==> config.mk <==
export PLATFORM = sky130hd
export DESIGN_NAME = opb_register_simulink2ppc_flat
export DESIGN_NICKNAME = d
export VERILOG_FILES = /design/src/rtl/opb_register_simulink2ppc_if.sv /design/src/rtl/opb_register_simulink2ppc.sv /design/src/flat_wrapper.sv
export SDC_FILE = /design/constraint.sdc
export NUM_CORES = 1
export LEC_CHECK = 0
export CORE_ASPECT_RATIO = 1.2
export CORE_UTILIZATION = 42
export DETAILED_ROUTE_END_ITERATION = 6
export PLACE_DENSITY_LB_ADDON = 0.2
export REMOVE_ABC_BUFFERS = 1
export SLEW_MARGIN = 30
export SYNTH_ARGS = -nofsm -noshare
export SYNTH_HDL_FRONTEND = slang
export SYNTH_SLANG_ARGS = --single-unit
==> constraint.sdc <==
create_clock -name OPB_Clk -period 2 [get_ports OPB_Clk]
set_input_delay 0.4 -clock OPB_Clk [delete_from_list [all_inputs] [get_ports OPB_Clk]]
set_output_delay 0.4 -clock OPB_Clk [all_outputs]
set_load 0.02 [all_outputs]
==> src/rtl/opb_register_simulink2ppc_if.sv <==
// OPB slave-side bus bundle for the Simulink-to-PPC register block.
// Big-endian bit numbering (bit 0 = MSB) as on the OPB.
interface opb_register_simulink2ppc_if #(
  parameter int AW = 32,
  parameter int DW = 32
);
  logic [0:AW-1] OPB_ABus;
  logic [0:3]    OPB_BE;
  logic [0:DW-1] OPB_DBus;
  logic          OPB_RNW;
  logic          OPB_select;
  logic          OPB_seqAddr;
  logic [0:DW-1] Sl_DBus;
  logic          Sl_xferAck;
  logic          Sl_errAck;
  logic          Sl_retry;
  logic          Sl_toutSup;

  modport master (
    output OPB_ABus, OPB_BE, OPB_DBus, OPB_RNW, OPB_select, OPB_seqAddr,
    input  Sl_DBus, Sl_xferAck, Sl_errAck, Sl_retry, Sl_toutSup
  );
  modport slave (
    input  OPB_ABus, OPB_BE, OPB_DBus, OPB_RNW, OPB_select, OPB_seqAddr,
    output Sl_DBus, Sl_xferAck, Sl_errAck, Sl_retry, Sl_toutSup
  );
endinterface

==> src/rtl/opb_register_simulink2ppc.sv <==
// OPB register window exposing a fabric-captured word (DATA), NEW/OVF status
// and an optional capture counter (enabled by macro SIMULINK2PPC_COUNT_EN).
module opb_register_simulink2ppc #(
  parameter logic [31:0] C_BASEADDR   = 32'h01110000,
  parameter logic [31:0] C_HIGHADDR   = 32'h011100FF,
  parameter int          C_OPB_AWIDTH = 32,
  parameter int          C_OPB_DWIDTH = 32,
  parameter              C_FAMILY     = "virtex6"
) (
  input  logic                              OPB_Clk,
  input  logic                              OPB_Rst_n,
  opb_register_simulink2ppc_if.slave        opb,
  input  logic [31:0]                       user_data_in,
  input  logic                              user_valid
);
  localparam int AW = C_OPB_AWIDTH;
  localparam int DW = C_OPB_DWIDTH;

  typedef enum logic {IDLE, ACK} state_t;
  typedef enum logic [1:0] {SEL_DATA, SEL_STATUS, SEL_COUNT, SEL_NONE} sel_t;
  typedef struct packed {
    logic rnw;
    sel_t sel;
    logic ovf_clr;
  } req_t;

  state_t        r_state;
  req_t          r_req;
  logic          r_ack;
  logic [DW-1:0] r_dbus;
  logic [31:0]   r_data;
  logic          r_new;
  logic          r_ovf;

  logic [AW-1:0] w_addr;
  logic [AW-1:0] w_off;
  logic          w_hit;
  sel_t          w_sel;
  logic [31:0]   w_count;
  logic [DW-1:0] w_rdata;
  logic          w_in_ack;
  logic          w_rd_data;
  logic          w_ovf_set;
  logic          w_ovf_clr;
  logic          w_unused;

  assign w_addr = opb.OPB_ABus;
  assign w_off  = w_addr - AW'(C_BASEADDR);
  assign w_hit  = opb.OPB_select && (w_addr >= AW'(C_BASEADDR)) && (w_addr <= AW'(C_HIGHADDR));

  always_comb begin
    w_sel = SEL_NONE;
    if (w_off == AW'(0))      w_sel = SEL_DATA;
    else if (w_off == AW'(4)) w_sel = SEL_STATUS;
    else if (w_off == AW'(8)) w_sel = SEL_COUNT;
  end

  always_comb begin
    w_rdata = '0;
    case (w_sel)
      SEL_DATA:   w_rdata = DW'(r_data);
      SEL_STATUS: w_rdata = DW'({r_ovf, r_new});
      SEL_COUNT:  w_rdata = DW'(w_count);
      default:    w_rdata = '0;
    endcase
  end

  // Side effects of a transfer land in its ACK cycle, from the request latched at the hit.
  assign w_in_ack  = (r_state == ACK);
  assign w_rd_data = w_in_ack && r_req.rnw && (r_req.sel == SEL_DATA);
  assign w_ovf_clr = w_in_ack && !r_req.rnw && (r_req.sel == SEL_STATUS) && r_req.ovf_clr;
  assign w_ovf_set = user_valid && r_new && !w_rd_data;

  always_ff @(posedge OPB_Clk or negedge OPB_Rst_n) begin
    if (!OPB_Rst_n) begin
      r_state <= IDLE;
      r_req   <= '0;
      r_ack   <= 1'b0;
      r_dbus  <= '0;
    end else begin
      case (r_state)
        IDLE: if (w_hit) begin
          r_state     <= ACK;
          r_ack       <= 1'b1;
          r_dbus      <= opb.OPB_RNW ? w_rdata : '0;
          r_req.rnw     <= opb.OPB_RNW;
          r_req.sel     <= w_sel;
          r_req.ovf_clr <= opb.OPB_DBus[30];
        end
        default: begin
          r_state <= IDLE;
          r_ack   <= 1'b0;
          r_dbus  <= '0;
        end
      endcase
    end
  end

  // A capture always beats a concurrent DATA-read clear, and an OVF set beats a W1C.
  always_ff @(posedge OPB_Clk or negedge OPB_Rst_n) begin
    if (!OPB_Rst_n) begin
      r_data <= '0;
      r_new  <= 1'b0;
      r_ovf  <= 1'b0;
    end else begin
      if (user_valid)     r_data <= user_data_in;
      if (user_valid)     r_new  <= 1'b1;
      else if (w_rd_data) r_new  <= 1'b0;
      if (w_ovf_set)      r_ovf  <= 1'b1;
      else if (w_ovf_clr) r_ovf  <= 1'b0;
    end
  end

`ifdef SIMULINK2PPC_COUNT_EN
  logic [31:0] r_count;
  logic        w_cnt_clr;

  assign w_cnt_clr = w_in_ack && !r_req.rnw && (r_req.sel == SEL_COUNT);

  always_ff @(posedge OPB_Clk or negedge OPB_Rst_n) begin
    if (!OPB_Rst_n)      r_count <= '0;
    else if (w_cnt_clr)  r_count <= '0;
    else if (user_valid) r_count <= r_count + 32'd1;
  end

  assign w_count = r_count;
`else
  assign w_count = '0;
`endif

  assign opb.Sl_DBus    = r_dbus;
  assign opb.Sl_xferAck = r_ack;
  assign opb.Sl_errAck  = 1'b0;
  assign opb.Sl_retry   = 1'b0;
  assign opb.Sl_toutSup = 1'b0;

  // Bus inputs the block deliberately ignores.
  assign w_unused = ^{opb.OPB_BE, opb.OPB_seqAddr, opb.OPB_DBus, (|C_FAMILY)};
endmodule

==> src/flat_wrapper.sv <==
// flat-port wrapper written by rule: the top's interface ports become plain ports
module opb_register_simulink2ppc_flat 
#(
  parameter logic [31:0] C_BASEADDR   = 32'h01110000,
  parameter logic [31:0] C_HIGHADDR   = 32'h011100FF,
  parameter int          C_OPB_AWIDTH = 32,
  parameter int          C_OPB_DWIDTH = 32,
  parameter              C_FAMILY     = "       "
)
  (OPB_Clk, OPB_Rst_n, user_data_in, user_valid, opb_OPB_ABus, opb_OPB_BE, opb_OPB_DBus, opb_OPB_RNW, opb_OPB_select, opb_OPB_seqAddr, opb_Sl_DBus, opb_Sl_xferAck, opb_Sl_errAck, opb_Sl_retry, opb_Sl_toutSup);
  opb_register_simulink2ppc_if opb_i ();
  input  logic OPB_Clk;
  input  logic OPB_Rst_n;
  input  logic [31:0] user_data_in;
  input  logic user_valid;
  input wire logic [$bits(opb_i.OPB_ABus)-1:0] opb_OPB_ABus;
  input wire logic [$bits(opb_i.OPB_BE)-1:0] opb_OPB_BE;
  input wire logic [$bits(opb_i.OPB_DBus)-1:0] opb_OPB_DBus;
  input wire logic [$bits(opb_i.OPB_RNW)-1:0] opb_OPB_RNW;
  input wire logic [$bits(opb_i.OPB_select)-1:0] opb_OPB_select;
  input wire logic [$bits(opb_i.OPB_seqAddr)-1:0] opb_OPB_seqAddr;
  output wire logic [$bits(opb_i.Sl_DBus)-1:0] opb_Sl_DBus;
  output wire logic [$bits(opb_i.Sl_xferAck)-1:0] opb_Sl_xferAck;
  output wire logic [$bits(opb_i.Sl_errAck)-1:0] opb_Sl_errAck;
  output wire logic [$bits(opb_i.Sl_retry)-1:0] opb_Sl_retry;
  output wire logic [$bits(opb_i.Sl_toutSup)-1:0] opb_Sl_toutSup;
  assign opb_i.OPB_ABus = opb_OPB_ABus;
  assign opb_i.OPB_BE = opb_OPB_BE;
  assign opb_i.OPB_DBus = opb_OPB_DBus;
  assign opb_i.OPB_RNW = opb_OPB_RNW;
  assign opb_i.OPB_select = opb_OPB_select;
  assign opb_i.OPB_seqAddr = opb_OPB_seqAddr;
  assign opb_Sl_DBus = opb_i.Sl_DBus;
  assign opb_Sl_xferAck = opb_i.Sl_xferAck;
  assign opb_Sl_errAck = opb_i.Sl_errAck;
  assign opb_Sl_retry = opb_i.Sl_retry;
  assign opb_Sl_toutSup = opb_i.Sl_toutSup;
  opb_register_simulink2ppc #(.C_BASEADDR(C_BASEADDR), .C_HIGHADDR(C_HIGHADDR), .C_OPB_AWIDTH(C_OPB_AWIDTH), .C_OPB_DWIDTH(C_OPB_DWIDTH), .C_FAMILY(C_FAMILY)) u_core (.OPB_Clk(OPB_Clk), .OPB_Rst_n(OPB_Rst_n), .opb(opb_i), .user_data_in(user_data_in), .user_valid(user_valid));
endmodule
## Word level (Yosys, flattened, before mapping)

Cells that the tools add are included.

- $add $sub $neg: 1
- Magnitude comparators: 2
- Equality and inequality tests: 4
- Multiplexer cells: 15
- Bitwise gates (word level): 1
- Reduce and logical (&&, ||, !) cells: 18

Operator list:

| operator | count |
|---|---|
| 32-bit two-way mux | 3 |
| 32-bit one-hot mux with 2 select lines | 1 |
| 32-bit by 3-bit equality test with 1-bit output, second input constant | 1 |
| 32-bit by 4-bit equality test with 1-bit output, second input constant | 1 |
| 32-bit by 25-bit greater-or-equal comparator with 1-bit output, second input constant | 1 |
| 32-bit by 25-bit less-or-equal comparator with 1-bit output, second input constant | 1 |
| 32-bit zero test | 1 |
| 32-bit by 25-bit subtractor with 32-bit output, second input constant | 1 |
| 1-bit logical AND | 9 |
| 1-bit two-way mux | 9 |
| 2-bit nonzero test | 3 |
| 2-bit by 1-bit equality test with 1-bit output, second input constant | 2 |
| 2-bit zero test | 2 |
| 2-bit two-way mux | 2 |
| 1-bit zero test | 2 |
| 2-bit AND reduction | 1 |
| 1-bit inverter | 1 |

- Flip-flop bits (word level): 72
- Input port bits: 106
- Output and inout bits: 36
- Word-level logic and storage cells: 50

## Depth between registers and ports, before layout

- Depth in word-level cells: 10
- Depth in mapped cells: 6
- Depth with buffers taken out: 4

## Least setup slack after synthesis

Ideal clock, no wire load.

- Kind: input port to flip-flop
- From: input opb_OPB_ABus[28]
- To: register u_core.r_dbus[31] (netlist: u_core.opb.Sl_DBus[0])
- Library setup time: 0.095 ns
- Arrival: 1.951 ns
- Data required time: 1.905 ns
- Setup slack: -0.046 ns
- Cell stages on the path: 6
- Buffers on the path: 2
- Path through: maj3_2 -> or4b_1 -> or3_1 -> buf_6 -> buf_6 -> o31ai_1

- Longest elaborated chain between the ends: 10
- Elaborated cells on any way between the ends: 18
- Classes of those cells: 1 x add/sub; 2 x order compare; 3 x eq/ne; 7 x mux; 5 x reduce/logical

RTL lines:

| element | line | source |
|---|---|---|
| from (decl) | flat_wrapper.sv:16 | `input wire logic [$bits(opb_i.OPB_ABus)-1:0] opb_OPB_ABus;` |
| 32-bit by 25-bit subtractor with 32-bit output | opb_register_simulink2ppc.sv:48 | `assign w_off = w_addr - AW'(C_BASEADDR);` |
| 32-bit by 4-bit equality test with 1-bit output | opb_register_simulink2ppc.sv:55 | `else if (w_off == AW'(8)) w_sel = SEL_COUNT;` |
| 1-bit two-way mux | opb_register_simulink2ppc.sv:55 |  |
| 2-bit two-way mux | opb_register_simulink2ppc.sv:54 | `else if (w_off == AW'(4)) w_sel = SEL_STATUS;` |
| 2-bit two-way mux | opb_register_simulink2ppc.sv:53 | `if (w_off == AW'(0)) w_sel = SEL_DATA;` |
| 2-bit by 1-bit equality test with 1-bit output / 2-bit zero test (equally long branches) | opb_register_simulink2ppc.sv:60 | `case (w_sel)` |
| 32-bit one-hot mux with 2 select lines | opb_register_simulink2ppc.sv:60 |  |
| 32-bit two-way mux | opb_register_simulink2ppc.sv:85 | `r_dbus <= opb.OPB_RNW ? w_rdata : '0;` |
| 32-bit two-way mux | opb_register_simulink2ppc.sv:82 | `IDLE: if (w_hit) begin` |
| 32-bit two-way mux | opb_register_simulink2ppc.sv:81 | `case (r_state)` |
| to (signal assigned) | opb_register_simulink2ppc.sv:85 |  |
| to (decl) | opb_register_simulink2ppc.sv:30 | `logic [DW-1:0] r_dbus;` |

Several ways; a longest one is shown, not always the timed one. The select of a mux whose other input is x is not followed.
A chain may end at the register's enable or synchronous reset.

## Worst setup path in the final report

Same ends and word-level chain as after synthesis.

==> flow_summary_export.csv <==
group,metric,value,unit
sta,max_slew_margin,58.7,%
layout,final_cell_mix,"clkdlybuf4s50_1 (81), dfrtp_1 (72), nand2_1 (37), mux2_2 (34), o211ai_1 (32)",
clock_network,cts.clk_slew.worst_paths,0.08,ns
setup_path,slowest_delay,0.48,ns
logic_synthesis,synth.top_cells.by_area,"dfrtp_1 (56%), mux2_2 (12%), o211ai_1 (7.5%)",
floorplan,dieHeight,97.7,um
logic_synthesis,async_flop_share,100,%
detailed_routing,antenna_left,0,
sta,setup_viol,0,
run,maxCapViolations,0,
sta,worst_slew_pin_slew,0.611,ns
clock_network,cts_tree,"done",
logic_synthesis,synth.avg_cell_area,11.8,um^2
outcome,outcome,"completed",
logic_synthesis,synthDistinctLibCells,28,
floorplan,die_w,81.8,um
layout,post-route-util,72.4,%
sta,hold_violations,0,
detailed_routing,dr.pass1.iters,4,
clock_network,clock_latency,0.35,ns
floorplan,ios,142,
layout,final_common_cell,"clkdlybuf4s50_1",
setup_path,crit_path_end_kind,"flop",
place,dp_cells,463,
layout,stdcell_count,490,
place,gp_congestion,0.739,
place,pre_cts_slack,-0.646,ns
setup_path,cp_data_required_time,2.25,ns
place,hpwl,5590,um
layout,antenna_cells,0,
power_and_ir_drop,pwr-share-clk,44.0,%
clock_network,clock-sinks,72,
detailed_routing,wl_met2,4890,um
logic_synthesis,synth_edf_count,0,
logic_synthesis,yosysTopAreaCell,"dfrtp_1",
sta,fin_crit_sh,98.7,%
worst_hold_path,hp-class,"input pin to flop",
worst_hold_path,hold_end,"u_core.r_state",
floorplan,die_area,7990,um^2
clock_network,numCtsBuffers,9,
clock_network,clk_path_buf_depth,2,
sta,fin_crit,1.97,ns
power_and_ir_drop,internal_power,2690,uW
setup_path,cp_slowest_cell,"or4b_4",
worst_hold_path,hp-start,"opb_OPB_ABus[29]",
clock_network,h-tree-depth,3,
logic_synthesis,yosysWarnings,0,
detailed_routing,post_drt_wl_per_cell,18.8,um
setup_path,regToRegEndpoint,"u_core.r_ovf",
grt,first_global_vias,2802,
setup_path,cp_cell_sequence,"buf_6 > maj3_2 > or4b_4 > or3_4 > buf_6 > buf_12 > o31ai_4",
detailed_routing,viasPerCell,5.61,
floorplan,core_area,7320,um^2
power_and_ir_drop,pwr-share-comb,10.4,%
setup_path,r2r_slack,0.36,ns
logic_synthesis,synth-seq-cells,72,
setup_path,crit_buf_inv,3,
power_and_ir_drop,power.leakage,0.00220,uW
detailed_routing,drt_drc_violations_left,0,
power_and_ir_drop,p_sw,716,uW
setup_path,crit_arrival,2.23,ns
logic_synthesis,synth_top_area_share,56.2,%
floorplan,start_util,43.8,%
worst_hold_path,hold_path_depth,4,
setup_path,critPathKind,"input pin to flop",
setup_path,worstPathMaxFanout,6,
power_and_ir_drop,p_total,3400,uW
power_and_ir_drop,peakVddDrop,0.396,mV
detailed_routing,drt_iter0_markers,118,
setup_path,crit_top_cell,"buf_6",
detailed_routing,dr.max_layer_used,"met4",
power_and_ir_drop,p_seq_share,45.6,%
clock_network,cts_root_buf,"clkbuf_8",
detailed_routing,vias,2751,
setup_path,start_kind,"input pin",
sta,finalWorstSetupSlack,0.0258,ns
floorplan,rows,34,
logic_synthesis,ys.flop_type,"dfrtp_1",
sta,clock.fmax,0.507,GHz
place,io_buffer_count,102,
logic_synthesis,synthCells,273,
setup_path,critPathTopFamily,"simple AND/OR/NAND/NOR gates",
layout,nNetsFinal,501,
setup_path,r2r_cells,4,
sta,fin_hold_ws,0.417,ns
grt,grt_max_degree,41,
grt,grt_pass1_wl,13800,um
detailed_routing,wl_met1,3630,um
power_and_ir_drop,switching_share,21.0,%
layout,drive_gt1_share,31.3,%
sta,finalClockSkew,0.0120,ns
detailed_routing,wl,9190,um
layout,area_delta_synth_final,65.2,%
grt,grt_overflow,0,
power_and_ir_drop,powerDensity,642,nW/um^2
setup_path,reg2reg_from,"u_core.r_state",
logic_synthesis,seq_area_frac_synth,56.2,%
logic_synthesis,syn_area,3210,um^2
detailed_routing,met3_length,529,um
grt,track_usage,23.3,%
grt,antenna_found_initial,0,
sta,maxSlewViolCount,0,
## sequential cells by signal, summed over array words and instances (netlist names)
register and cells:
u_core.opb.Sl_DBus 32, u_core.r_data 32, u_core.r_req 4, u_core.opb.Sl_xferAck 1
u_core.r_new 1, u_core.r_ovf 1, u_core.r_state 1
## layer usage
metal | vias up | global-route usage, %
met5 | - | 0
li1 | 1258 | -
met1 | 1386 | 28.6
met3 | 14 | 6.45
met4 | 0 | 7.96
met2 | 93 | 38.7
## kinds of logic (layout without fill, tap and decap cells)
kind of cell,Yosys count,after routing,share of synthesized area [%]
buffers and inverters,31,156,5.07
muxes,38,38,13.3
AOI/OAI and AO/OA,71,71,16.6
DFF,72,72,56.2
adders and majority gates,1,1,0.351
other,1,3,0.117
and+or+nand+nor,59,59,8.39
## worst max path at each step
| stage | depth (start not counted) | from | end |
|---|---|---|---|
| after floorplan | 4 | opb_OPB_ABus[13] | u_core.r_req[0] |
| after global placement | 6 | opb_OPB_ABus[25] | u_core.opb.Sl_DBus[29] |
| after detailed placement | 6 | opb_OPB_ABus[25] | u_core.opb.Sl_DBus[7] |
| after CTS | 7 | opb_OPB_ABus[28] | u_core.opb.Sl_DBus[4] |
| after global routing | 7 | opb_OPB_ABus[4] | u_core.opb.Sl_DBus[11] |
| final | 7 | opb_OPB_ABus[28] | u_core.opb.Sl_DBus[0] |
## synth_stat cells (all sizes together), types with 2 or more instances
| library cell | n |
|---|---|
| o41ai | 3 |
| nor4 | 4 |
| nand2 | 37 |
| or3 | 2 |
| mux2 | 37 |
| o21ai | 2 |
| clkbuf | 16 |
| nand4 | 3 |
| nor2 | 5 |
| nor3 | 2 |
| nor2b | 2 |
| o31ai | 32 |
| inv | 3 |
| o211ai | 32 |
| nor4b | 2 |
| dfrtp | 72 |
| buf | 11 |
## power groups by stage
stage | combinational (uW) | sequential, uW | clock [uW]
after global placement | 324 | 1580 | 0
after global routing | 382 | 1560 | 1570
after floorplan | 110 | 1570 | 0
after detailed placement | 331 | 1580 | 0
final | 352 | 1550 | 1500
after CTS | 346 | 1550 | 1510
## worst reg2reg max path: cells and delay by family (launching register included)
kind	cells	cell delay, ns
AOI/OAI and AO/OA	2	0.85
DFF	1	0.33
buffers and inverters	2	0.33
## layout make-up
class                   instances  area [um^2]
clock inverters                 5          129
well taps                      90          113
fillers                       512         2020
clock buffers                  11          131
repair buffers                136         1500
multi-input cells             172         1620
flip-flops and latches         72         1800
inverters                       4         15.0
## through the flow
stage	instance area (um^2)	TNS, ns
floorplan	3070	-34.57
global placement	4430	-19.87
detailed placement	4430	-21.87
CTS	5130	0
global route	5300	-0.592
finish	5300	0
## repair_timing
item,CTS,global route
gates resized for setup,75,22
hold buffers,1,0
pin swaps,30,11
cloned,4,2
setup buffers,3,2
endpoints found under the setup margin,36,36
hold endpoints to repair,26,0
(Power assumes the default switching activity.)
